$ cat src/rtl/ex_muldiv_pkg.sv
// Shared definitions for the iterative multiply/divide unit:
// op codes, FSM state encoding and iteration-counter sizing.
package ex_muldiv_pkg;

  typedef enum logic [2:0] {
    OP_MUL    = 3'd0,
    OP_MULH   = 3'd1,
    OP_MULHSU = 3'd2,
    OP_MULHU  = 3'd3,
    OP_DIV    = 3'd4,
    OP_DIVU   = 3'd5,
    OP_REM    = 3'd6,
    OP_REMU   = 3'd7
  } op_e;

  typedef enum logic [1:0] {
    S_IDLE = 2'd0,
    S_CALC = 2'd1,
    S_DONE = 2'd2
  } state_e;

  function automatic int cnt_width(input int xlen);
    return $clog2(xlen + 1);
  endfunction

endpackage

$ cat src/rtl/muldiv_iter.sv
// One-bit-per-cycle datapath: shift-add multiply (LSB first) and restoring
// divide (MSB first) sharing a hi/lo register pair over unsigned magnitudes.
module muldiv_iter #(
  parameter int XLEN = 32
) (
  input  logic            clk,
  input  logic            load,
  input  logic            step,
  input  logic            is_div,
  input  logic [XLEN-1:0] a,
  input  logic [XLEN-1:0] b,
  output logic [XLEN-1:0] hi_next,
  output logic [XLEN-1:0] lo_next
);

  logic [XLEN-1:0] hi_reg;
  logic [XLEN-1:0] lo_reg;
  logic [XLEN-1:0] b_reg;
  logic            div_reg;

  logic [XLEN-1:0] addend;
  logic [XLEN:0]   sum;
  logic [XLEN:0]   shifted;
  logic [XLEN:0]   diff;

  always_comb begin
    addend  = lo_reg[0] ? b_reg : '0;
    sum     = {1'b0, hi_reg} + {1'b0, addend};
    shifted = {hi_reg, lo_reg[XLEN-1]};
    diff    = shifted - {1'b0, b_reg};
    hi_next = hi_reg;
    lo_next = lo_reg;
    if (div_reg) begin
      // diff[XLEN] set means the trial subtraction went negative: restore
      if (!diff[XLEN]) begin
        hi_next = diff[XLEN-1:0];
        lo_next = {lo_reg[XLEN-2:0], 1'b1};
      end else begin
        hi_next = shifted[XLEN-1:0];
        lo_next = {lo_reg[XLEN-2:0], 1'b0};
      end
    end else begin
      hi_next = sum[XLEN:1];
      lo_next = {sum[0], lo_reg[XLEN-1:1]};
    end
  end

  always_ff @(posedge clk) begin
    if (load) begin
      hi_reg  <= '0;
      lo_reg  <= a;
      b_reg   <= b;
      div_reg <= is_div;
    end else if (step) begin
      hi_reg <= hi_next;
      lo_reg <= lo_next;
    end
  end

endmodule

$ cat src/rtl/ex_muldiv.sv
// RV32M-style multiply/divide execution unit: FSM, sign handling, divide
// fast paths (zero divisor, signed overflow) and a quotient/remainder reuse entry.
module ex_muldiv
  import ex_muldiv_pkg::*;
#(
  parameter int XLEN     = 32,
  parameter bit REUSE_EN = 1'b1
) (
  input  logic            clk,
  input  logic            rst,
  input  logic            valid_i,
  input  logic [2:0]      op_i,
  input  logic [XLEN-1:0] rs1_i,
  input  logic [XLEN-1:0] rs2_i,
  input  logic [4:0]      w_addr_i,
  input  logic            flush_i,
  output logic            ready_o,
  output logic            done_o,
  output logic            w_enable_o,
  output logic [4:0]      w_addr_o,
  output logic [XLEN-1:0] w_data_o,
  output logic            stall_req_o
);

  localparam int CNT_W = cnt_width(XLEN);
  localparam logic [XLEN-1:0] MIN_NEG = {1'b1, {(XLEN-1){1'b0}}};

  state_e state_reg, state_next;

  op_e             op_reg;
  logic [4:0]      waddr_reg;
  logic [XLEN-1:0] result_reg;
  logic [CNT_W-1:0] cnt_reg;
  logic            q_neg_reg;
  logic            r_neg_reg;
  logic [XLEN-1:0] rs1_reg;
  logic [XLEN-1:0] rs2_reg;
  logic            signed_reg;

  logic            reuse_valid_reg;
  logic [XLEN-1:0] reuse_a_reg;
  logic [XLEN-1:0] reuse_b_reg;
  logic            reuse_signed_reg;
  logic [XLEN-1:0] reuse_q_reg;
  logic [XLEN-1:0] reuse_r_reg;

  // Request decode
  op_e             op_in;
  logic            in_div, in_rem, in_div_signed, sign_a, sign_b, a_neg, b_neg;
  logic [XLEN-1:0] mag_a, mag_b;
  logic            div_zero, div_ovf, reuse_hit, fast, accept, last_step;
  logic [XLEN-1:0] fast_result;

  assign op_in         = op_e'(op_i);
  assign in_div        = op_i[2];
  assign in_rem        = op_i[2] & op_i[1];
  assign in_div_signed = op_i[2] & ~op_i[0];
  assign sign_a        = in_div_signed | (op_in == OP_MULH) | (op_in == OP_MULHSU);
  assign sign_b        = in_div_signed | (op_in == OP_MULH);
  assign a_neg         = sign_a & rs1_i[XLEN-1];
  assign b_neg         = sign_b & rs2_i[XLEN-1];
  assign mag_a         = a_neg ? -rs1_i : rs1_i;
  assign mag_b         = b_neg ? -rs2_i : rs2_i;

  assign div_zero  = in_div & (rs2_i == '0);
  assign div_ovf   = in_div_signed & (rs1_i == MIN_NEG) & (rs2_i == '1);
  assign reuse_hit = REUSE_EN & reuse_valid_reg & in_div & (rs1_i == reuse_a_reg)
                   & (rs2_i == reuse_b_reg) & (in_div_signed == reuse_signed_reg);
  assign fast      = div_zero | div_ovf | reuse_hit;
  assign accept    = (state_reg == S_IDLE) & valid_i & ~flush_i;
  assign last_step = (state_reg == S_CALC) & (cnt_reg == CNT_W'(XLEN - 1));

  always_comb begin
    fast_result = '0;
    if (div_zero)
      fast_result = in_rem ? rs1_i : '1;
    else if (div_ovf)
      fast_result = in_rem ? '0 : rs1_i;
    else
      fast_result = in_rem ? reuse_r_reg : reuse_q_reg;
  end

  logic [XLEN-1:0] hi_next, lo_next;

  muldiv_iter #(.XLEN(XLEN)) u_iter (
    .clk     (clk),
    .load    (accept),
    .step    (state_reg == S_CALC),
    .is_div  (in_div),
    .a       (mag_a),
    .b       (mag_b),
    .hi_next (hi_next),
    .lo_next (lo_next)
  );

  // Sign fix-up applied to the final iteration's output as it is captured
  logic [2*XLEN-1:0] prod_fix;
  logic [XLEN-1:0]   q_fix, r_fix, calc_result;

  always_comb begin
    prod_fix    = q_neg_reg ? -{hi_next, lo_next} : {hi_next, lo_next};
    q_fix       = q_neg_reg ? -lo_next : lo_next;
    r_fix       = r_neg_reg ? -hi_next : hi_next;
    calc_result = '0;
    if (op_reg[2])
      calc_result = op_reg[1] ? r_fix : q_fix;
    else if (op_reg == OP_MUL)
      calc_result = prod_fix[XLEN-1:0];
    else
      calc_result = prod_fix[2*XLEN-1:XLEN];
  end

  always_comb begin
    state_next = state_reg;
    case (state_reg)
      S_IDLE:  if (accept) state_next = fast ? S_DONE : S_CALC;
      S_CALC:  if (flush_i) state_next = S_IDLE;
               else if (last_step) state_next = S_DONE;
      S_DONE:  state_next = S_IDLE;
      default: state_next = S_IDLE;
    endcase
  end

  always_ff @(posedge clk) begin
    if (rst) state_reg <= S_IDLE;
    else     state_reg <= state_next;
  end

  always_ff @(posedge clk) begin
    if (rst) begin
      op_reg           <= OP_MUL;
      waddr_reg        <= '0;
      result_reg       <= '0;
      cnt_reg          <= '0;
      q_neg_reg        <= 1'b0;
      r_neg_reg        <= 1'b0;
      rs1_reg          <= '0;
      rs2_reg          <= '0;
      signed_reg       <= 1'b0;
      reuse_valid_reg  <= 1'b0;
      reuse_a_reg      <= '0;
      reuse_b_reg      <= '0;
      reuse_signed_reg <= 1'b0;
      reuse_q_reg      <= '0;
      reuse_r_reg      <= '0;
    end else begin
      if (accept) begin
        op_reg     <= op_in;
        waddr_reg  <= w_addr_i;
        q_neg_reg  <= a_neg ^ b_neg;
        r_neg_reg  <= a_neg;
        rs1_reg    <= rs1_i;
        rs2_reg    <= rs2_i;
        signed_reg <= in_div_signed;
        cnt_reg    <= '0;
        if (fast) result_reg <= fast_result;
      end
      if (state_reg == S_CALC) cnt_reg <= cnt_reg + CNT_W'(1);
      if (last_step && !flush_i) begin
        result_reg <= calc_result;
        if (op_reg[2]) begin
          reuse_valid_reg  <= REUSE_EN;
          reuse_a_reg      <= rs1_reg;
          reuse_b_reg      <= rs2_reg;
          reuse_signed_reg <= signed_reg;
          reuse_q_reg      <= q_fix;
          reuse_r_reg      <= r_fix;
        end else begin
          reuse_valid_reg <= 1'b0;
        end
      end
      if (flush_i) reuse_valid_reg <= 1'b0;
    end
  end

  // A flush coinciding with the result strobe drops the write-back entirely
  assign ready_o     = (state_reg == S_IDLE);
  assign done_o      = (state_reg == S_DONE) & ~flush_i;
  assign w_enable_o  = done_o & (waddr_reg != 5'd0);
  assign w_addr_o    = w_enable_o ? waddr_reg : 5'd0;
  assign w_data_o    = w_enable_o ? result_reg : '0;
  assign stall_req_o = (valid_i & (state_reg == S_IDLE)) | (state_reg == S_CALC);

endmodule

$ cat config.mk
export PLATFORM = sky130hd
export DESIGN_NAME = ex_muldiv
export DESIGN_NICKNAME = d
export VERILOG_FILES = /design/src/rtl/ex_muldiv_pkg.sv /design/src/rtl/muldiv_iter.sv /design/src/rtl/ex_muldiv.sv
export SDC_FILE = /design/constraint.sdc
export NUM_CORES = 1
export LEC_CHECK = 0
export CORE_MARGIN = 10
export CORE_UTILIZATION = 50
export CTS_BUF_LIST = sky130_fd_sc_hd__clkbuf_8
export DETAILED_ROUTE_END_ITERATION = 7
export MAX_ROUTING_LAYER = met4
export PLACE_DENSITY = 0.68
export SLEW_MARGIN = 40
export SYNTH_ARGS = -nofsm -noshare
export SYNTH_HDL_FRONTEND = slang
export SYNTH_SLANG_ARGS = --single-unit
export TNS_END_PERCENT = 50
$ cat constraint.sdc
create_clock -name clk -period 14.3 [get_ports clk]
set_input_delay 2.86 -clock clk [delete_from_list [all_inputs] [get_ports clk]]
set_output_delay 2.86 -clock clk [all_outputs]
set_load 0.05 [all_outputs]
* After elaboration in Yosys (flattened, before gate mapping)
Index checks and enable logic that the tools add are counted.
Storage, ports and cells: bits in registers 342, input bits 76, output and inout bits 41, bits in writable memories 0, ROM bits 0, memories kept 0, bits in latches 0
Operators by class: mux-type cells 33, order comparisons 0, bitwise logic cells 24, div/mod/pow operators 0, $mul 0, add/sub/neg operators 8, equality and inequality tests 12, shift-type cells 0, reductions and logical operators 13
Operators by type and width (number):
- $mux 32 | 22
- $neg 32->32 | 4
- $eq 32x32->1 | 2
- $eq 32x32->1 const B | 2
- $mux 64 | 1
- $neg 64->64 | 1
- $add 32x32->33 | 1
- $sub 33x32->33 | 1
- $logic_not 32->1 | 1
- $and 1x1->1 | 16
- $mux 6 | 2
- $mux 2 | 4
- $add 6x1->6 const B | 1
- $eq 6x5->1 const B | 1
- $reduce_and 2->1 | 3
- $reduce_bool 2->1 | 3
- $mux 5 | 1
- $or 1x1->1 | 5
- $reduce_bool 5->1 | 1
- $pmux 2 s2 | 1
- $eq 3x1->1 const B | 1
- $eq 3x2->1 const B | 1
- $logic_not 3->1 | 1
- $ne 3x3->1 const B | 1
- other kinds (11) | 13

* Depth between registers and ports, before layout
Gate-level depths: netlist of the first run.
word-level depth 9, gate-level depth with buffers 27, mapped depth without buffers 23

* Cells and area by module
Synthesis of the first run repeated with hierarchy kept, for this count alone.
Unflattened totals: cell total of the unflattened synthesis 3035, area, all modules 23841.6 µm²
Modules (own cells, without submodules):
- ex_muldiv | area each 15406.0 µm², seq. area each 4904.7 µm², instances 1, cells an instance 2080
- muldiv_iter | area each 8435.6 µm², seq. area each 2592.5 µm², instances 1, cells an instance 955

* Least setup slack after synthesis of the first run
OpenSTA, ideal clock, no wires.
path kind input to output, start in flush_i, end out w_data_o[22], data arrival time 5.651 ns, slack 5.789 ns, path buffers 1, data required time 11.440 ns, cell stages on the path 4, cell sequence nor3b_1 o21a_1 clkbuf_1 and2_1
On the way: word-level cells in the longest chain between the ends 4
Ends and longest elaborated chain:
- start: declaration | line ex_muldiv.sv:16 | input logic flush_i,
- $not 1->1 | line ex_muldiv.sv:178 | assign done_o = (state_reg == S_DONE) & ~flush_i;
- $and 1x1->1 | line ex_muldiv.sv:178
- $and 1x1->1 | line ex_muldiv.sv:179 | assign w_enable_o = done_o & (waddr_reg != 5'd0);
- via w_enable_o | line ex_muldiv.sv:19 | output logic w_enable_o,
- $mux 32 | line ex_muldiv.sv:181 | assign w_data_o = w_enable_o ? result_reg : '0;
- end: declaration | line ex_muldiv.sv:21 | output logic [XLEN-1:0] w_data_o,
The timed path passes the listed nets, and every way through them passes these cells.

* Worst setup path in the final report of the first run
start in flush_i, end out w_data_o[0]
On the way: word-level cells in the longest chain between the ends 4
Ends and longest elaborated chain (line):
- $not 1->1 | ex_muldiv.sv:178
- $and 1x1->1 | ex_muldiv.sv:178
- $and 1x1->1 | ex_muldiv.sv:179
- $mux 32 | ex_muldiv.sv:181
No other way between the ends.

==> key figures, run 1 <==
Outcome
  – Status: finished, final reports clean

Layout
  – Layout Cells excl Fill: 3,785
  – Fillers: 4,507
  – Most common cell after layout, fill and taps aside: nand2_1
  – Multi-input gate area: 0.0149 sq mm
  – Fin nets: 3,283
  – Ratio of cells with drive above 1 in the final layout: 0.0557
  – Register Area: 0.00750 sq mm
  – Area grow syn2layout: 11.2%
  – Final Cell Area: 0.0262 sq mm
  – Commonest cells after routing, fill and taps aside: nand2_1 (517), a21oi_1 (369), dfxtp_1 (276)
  – Final design utilization: 0.562

Synthesis
  – Yosys warnings: 0
  – Syn_nets: 3,281
  – Avg Inst Size Synth: 7.52 sq um
  – Post-synth EDFFs: 65
  – Synth area leaders: dfxtp_1 (24%), edfxtp_1 (8.3%), nand2_1 (8.3%), a21oi_1 (7.8%), xnor2_1 (4.5%)
  – Cells after Synth: 3,133
  – Cell area after synthesis: 0.0235 sq mm
  – Yosys top cell by area: dfxtp_1
  – Yosys top cell area share: 0.236
  – Synth Flop Type: dfxtp_1
  – Synth cell types: 94
  – Sequential-to-total area share from yosys stat: 0.318
  – Seq cells post-synth: 342
  – Ys async rst share: 0

CTS
  – Maximum clock insertion buffer count: 3
  – CTS tree: done
  – Clock sinks: 342
  – CTS H-tree lvls: 2
  – # resized after CTS: 0
  – Root Driver: clkbuf_8
  – CTS Buf Count: 60
  – Post-CTS Setup Repair Bufs: 0
  – Cts hold-fix bufs: 0
  – Clk Latency, worst-skew pair: 0.73 ns
  – CTS clk-pin slew, worst paths: 0.07 ns

Timing
  – Pin slew with the least headroom to its limit: 0.988 ns
  – Final hold vios: 0
  – Setup TNS: 0 ns
  – Unrepaired setup endpoints after global routing: no
  – Period utilization: 0.584
  – Max transition margin: 0.339
  – Final setup viols: 0
  – Slew Limit Fails: 0
  – Hold WS: 0.447 ns
  – Clk_skew: 0.0547 ns
  – Fmax: 120 MHz
  – Final min period: 8.36 ns
  – Final worst slack: 5.94 ns

Placed design
  – Gpl congestion: 1.01
  – Hpwl dp: 70,100 um
  – Port bufs: 116
  – DP Area: 0.0250 sq mm
  – Worst slack, placed: 5.51 ns
  – Inst Count DP: 3,680

Worst setup path
  – WS Path Type: input port to output port
  – Worst-path fanout max: 33
  – Cell mode on critical path: clkdlybuf4s50_1
  – Crit-path cells: clkdlybuf4s50_1, nor3b_2, o21a_2, and2_1, clkdlybuf4s50_1
  – Setup crit start kind: input port
  – WP buf/inv: 2
  – Critical path endpoint category: output port
  – Slowest cell on crit path: clkdlybuf4s50_1
  – Critical path's top delay family: buffers and inverters
  – Required time of the critical path: 11.44 ns
  – Arr. time, crit path: 5.50 ns
  – Max stage delay on crit path: 0.85 ns

GRT
  – Gr ovfl total: 0
  – Initial antenna violation count: 4
  – Vias in the first global route: 22,228
  – First-pass GRT wire length: 139,000 um
  – Largest net degree at the start of global routing: 109
  – Total GRT Usage: 0.327

Floorplan
  – Die Y: 237 um
  – CORE AREA: 0.0466 sq mm
  – Row cnt: 79
  – Die Span X: 237 um
  – Initial Util: 0.506
  – I/O pins: 117
  – Die footprint: 0.0562 sq mm

Pwr
  – Net Sw Frac: 0.394
  – VDD IR max: 89.3 uV
  – Cell internal pwr: 1.83 mW
  – Pleak: 9.38 nW
  – Clk network pwr share: 0.298
  – Pwr dens: 115 mW/mm^2
  – Psw: 1.18 mW
  – Reg power frac: 0.359
  – Combinational cell fraction of total power: 0.342
  – Pwr Total: 3.01 mW

Drt
  – Initial DRC count: 2,986
  – Number of remaining DRC errors: 0
  – WL final: 94,500 um
  – Wire per inst: 25.0 um
  – Post-DRT Antenna Nets: 0
  – Via count: 24,264
  – Via density: 6.41
  – Router iterations before antenna repair: 5

Min path
  – Worst hold-check path type: flop to flop

Job
  – Max-cap violations: 0
==> power by group through the flow <==
stage	clock network [mW]	logic, mW	registers (mW)
2_1_floorplan	0	0.666	1.08
3_3_place_gp	0	0.984	1.10
3_5_place_dp	0	0.994	1.10
4_1_cts	0.908	0.999	1.08
5_1_grt	0.942	1.10	1.08
6_report	0.898	1.03	1.08
==> final cells by class <==
class | instances | share of cell area
Multi-Input combinational cell | 2482 | 0.570
Sequential cell | 342 | 0.286
Timing Repair Buffer | 156 | 0.0574
Clock buffer | 65 | 0.0342
Tap cell | 607 | 0.0290
Inverter | 93 | 0.0134
Clock inverter | 38 | 0.00932
Antenna cell | 2 | 0.000191
==> cell usage after synthesis (all sizes together) (11+ instances only) <==
library cell,count
nor4,24
clkbuf,187
o21a,21
or3,28
a31oi,26
xor2,100
nor3,62
mux2,13
nand2,518
a22oi,36
buf,29
nor2b,18
and2,86
nor2,251
o211ai,41
o21ai,195
edfxtp,65
dfxtp,277
nand3,37
o31ai,27
inv,93
xnor2,121
a211oi,32
nand4,38
ha,70
a221oi,12
and3,24
a21o,21
nand2b,32
o22ai,22
or2,11
a22o,23
mux2i,50
a21boi,14
a21oi,369
==> worst register-to-register path, cell delays in order, from the launching register on <==
cell      delay [ns]
edfxtp_1        0.50
inv_1           0.11
ha_1            0.16
inv_1           0.05
fa_1            0.44
a211oi_1        0.39
o211ai_2        0.18
nand4_4         0.19
a21boi_0        0.13
o211ai_1        0.26
nor2_1          0.20
a21oi_1         0.58
ha_1            0.38
nand2_1         0.19
or3b_1          0.52
or2_2           0.34
nor2_1          0.54
o31ai_1         0.23
nor4_1          0.45
nand3b_1        0.22
o41ai_1         0.36
xnor2_1         0.15
o31ai_1         0.23
a21oi_1         0.10
==> final timing paths <==
check / to / slack [ns] / cells past startpoint / startpoint
hold / removal: reuse_a_reg[7] / 0.45 / 2 / rs1_reg[7]
hold reg to reg: reuse_a_reg[7] / 0.45 / 2 / rs1_reg[7]
setup reg to reg: result_reg[26] / 7.22 / 23 / u_iter.lo_reg[31]
setup / recovery: w_data_o[0] / 5.94 / 5 / flush_i
==> metal layers <==
metal	share of wire	global-route usage
met1	0.42	0.435
met2	0.43	0.479
met3	0.10	0.0643
met4	0.041	0.130
met5	0	-
==> cells by family after synthesis <==
family	synth area share
and+or+nand+nor	0.232
AOI/OAI and AO/OA	0.251
DFF	0.318
buffers and inverters	0.0505
xor gates and xnor gates	0.0822
adders and majority gates	0.0389
muxes	0.0275
Power figures use the tool's default switching activity.
==> run 2, diff against run 1 <==
Clock period 14.3 ns to 8 ns, I/O delays scaled along.
==> key figures, run 2 (synthesis results as in run 1) <==
Worst setup path
  – Worst-path fanout max: 33 (unchanged)
  – WS Path Type: flop to flop
  – Setup crit start kind: flop
  – Critical path endpoint category: flop
  – Arr. time, crit path: 6.53 ns (+1.03 ns)
  – Required time of the critical path: 8.50 ns (-2.94 ns)

Drt
  – Router iterations before antenna repair: 6 (+1)
  – Number of remaining DRC errors: 0 (unchanged)
  – Post-DRT Antenna Nets: 0 (unchanged)
  – Initial DRC count: 2,984 (-0.067%)
  – WL final: 97,600 um (+3.3%)
  – Via count: 24,569 (+1.3%)
  – Wire per inst: 25.7 um (+2.9%)
  – Via density: 6.47 (+0.88%)

Timing
  – Period utilization: 0.754
  – Final hold vios: 0 (unchanged)
  – Clk_skew: 0.0432 ns (-0.0115 ns)
  – Unrepaired setup endpoints after global routing: no
  – Fmax: 166 MHz
  – Setup TNS: 0 ns (unchanged)
  – Final setup viols: 0 (unchanged)
  – Slew Limit Fails: 0 (unchanged)
  – Pin slew with the least headroom to its limit: 1.09 ns (+0.0991 ns)
  – Final min period: 6.03 ns
  – Max transition margin: 0.267 (-0.0713)

CTS
  – CTS clk-pin slew, worst paths: 0.06 ns (about the same)
  – CTS Buf Count: 66 (+10%)
  – # resized after CTS: 0 (unchanged)
  – Cts hold-fix bufs: 0 (unchanged)
  – Clock sinks: 342 (unchanged)
  – Post-CTS Setup Repair Bufs: 0 (unchanged)
  – CTS H-tree lvls: 3 (+1)
  – Root Driver: clkbuf_8
  – CTS tree: done
  – Maximum clock insertion buffer count: 3 (unchanged)
  – Clk Latency, worst-skew pair: 0.68 ns (-0.05 ns)

Layout
  – Commonest cells after routing, fill and taps aside: nand2_1 (517), a21oi_1 (369), dfxtp_1 (276)
  – Fin nets: 3,291 (+0.24%)
  – Most common cell after layout, fill and taps aside: nand2_1
  – Area grow syn2layout: 11.8%
  – Final design utilization: 0.566 (+0.00344)
  – Ratio of cells with drive above 1 in the final layout: 0.0605 (+0.00475)

Min path
  – Worst hold-check path type: flop to flop

Floorplan
  – Initial Util: 0.506 (unchanged)
  – Die Y: 237 um (unchanged)
  – Die footprint: 0.0562 sq mm (unchanged)
  – Die Span X: 237 um (unchanged)
  – CORE AREA: 0.0466 sq mm (unchanged)
  – Row cnt: 79 (unchanged)
  – I/O pins: 117 (unchanged)

Placed design
  – Port bufs: 116 (unchanged)
  – Hpwl dp: 72,300 um (+3.2%)
  – Gpl congestion: 1.03 (+2.2%)

GRT
  – Gr ovfl total: 0 (unchanged)
  – Initial antenna violation count: 2 (-2)
  – First-pass GRT wire length: 144,000 um (+3.7%)
  – Vias in the first global route: 22,894 (+3.0%)
  – Largest net degree at the start of global routing: 97 (-11%)
  – Total GRT Usage: 0.340 (+0.0133)

Job
  – Max-cap violations: 0 (unchanged)

Outcome
  – Status: finished, final reports clean

Pwr
  – Pwr dens: 212 mW/mm^2 (+85%)
  – Pleak: 9.49 nW (+1.1%)
  – VDD IR max: 198 uV (+120%)
[run 2: metal layers]
layer	vias to the layer above	track usage	routed length (um)
li1	11144	-	-
met1	11832	0.445	41100
met2	1343	0.499	42200
met3	250	0.0714	9720
met4	0	0.148	4600
met5	-	-	0
[run 2: final cells by class]
class | instances | area [sq um]
fillers | 4380 | 20200
multi-input cells | 2482 | 14900
flip-flops and latches | 342 | 7500
repair buffers | 158 | 1480
clock buffers | 80 | 1100
well taps | 607 | 759
inverters | 93 | 352
clock inverters | 36 | 213
diodes | 1 | 2.50
[run 2: stage by stage]
step | power, mW | hold WS [ns] | setup slack, ns | instances | instance area (sq um)
2_1_floorplan | 3.12 | 0.432 | 2.01 | 3133 | 23500
3_3_place_gp | 3.76 | 0.435 | 1.96 | 3681 | 25000
3_5_place_dp | 3.76 | 0.444 | 1.75 | 3682 | 25000
4_1_cts | 5.53 | 0.446 | 1.75 | 3798 | 26300
5_1_grt | 5.79 | 0.447 | 1.59 | 3798 | 26300
6_report | 5.59 | 0.447 | 1.97 | 3799 | 26300
[run 2: power by group]
part           switching, mW  internal (mW)  leakage (nW)
Combinational           1.27          0.605          5.87
Sequential            0.0872           1.84          2.86
Clock                  0.835          0.943         0.767
[run 2: final timing paths]
path / startpoint / to / slack, ns / depth (start not counted)
worst max-delay path: u_iter.lo_reg[0] / result_reg[29] / 1.97 / 16
worst min-delay path: rs2_reg[30] / reuse_b_reg[30] / 0.45 / 2
worst max register to register: u_iter.lo_reg[0] / result_reg[29] / 1.97 / 16
worst min register to register: rs2_reg[30] / reuse_b_reg[30] / 0.45 / 2
[run 2: critical path, cell delays in order (launching register included)]
cell	delay, ns
edfxtp_1	0.35
buf_4	0.26
and2_1	0.19
ha_1	0.23
fa_1	0.43
a21o_1	0.23
a311o_1	0.46
o22ai_1	0.54
a211o_1	0.34
nand3_1	0.13
xnor2_1	0.18
o211a_1	0.47
nand3b_1	0.35
nand4b_1	0.49
or4_4	0.65
o311ai_0	0.39
o32ai_1	0.15
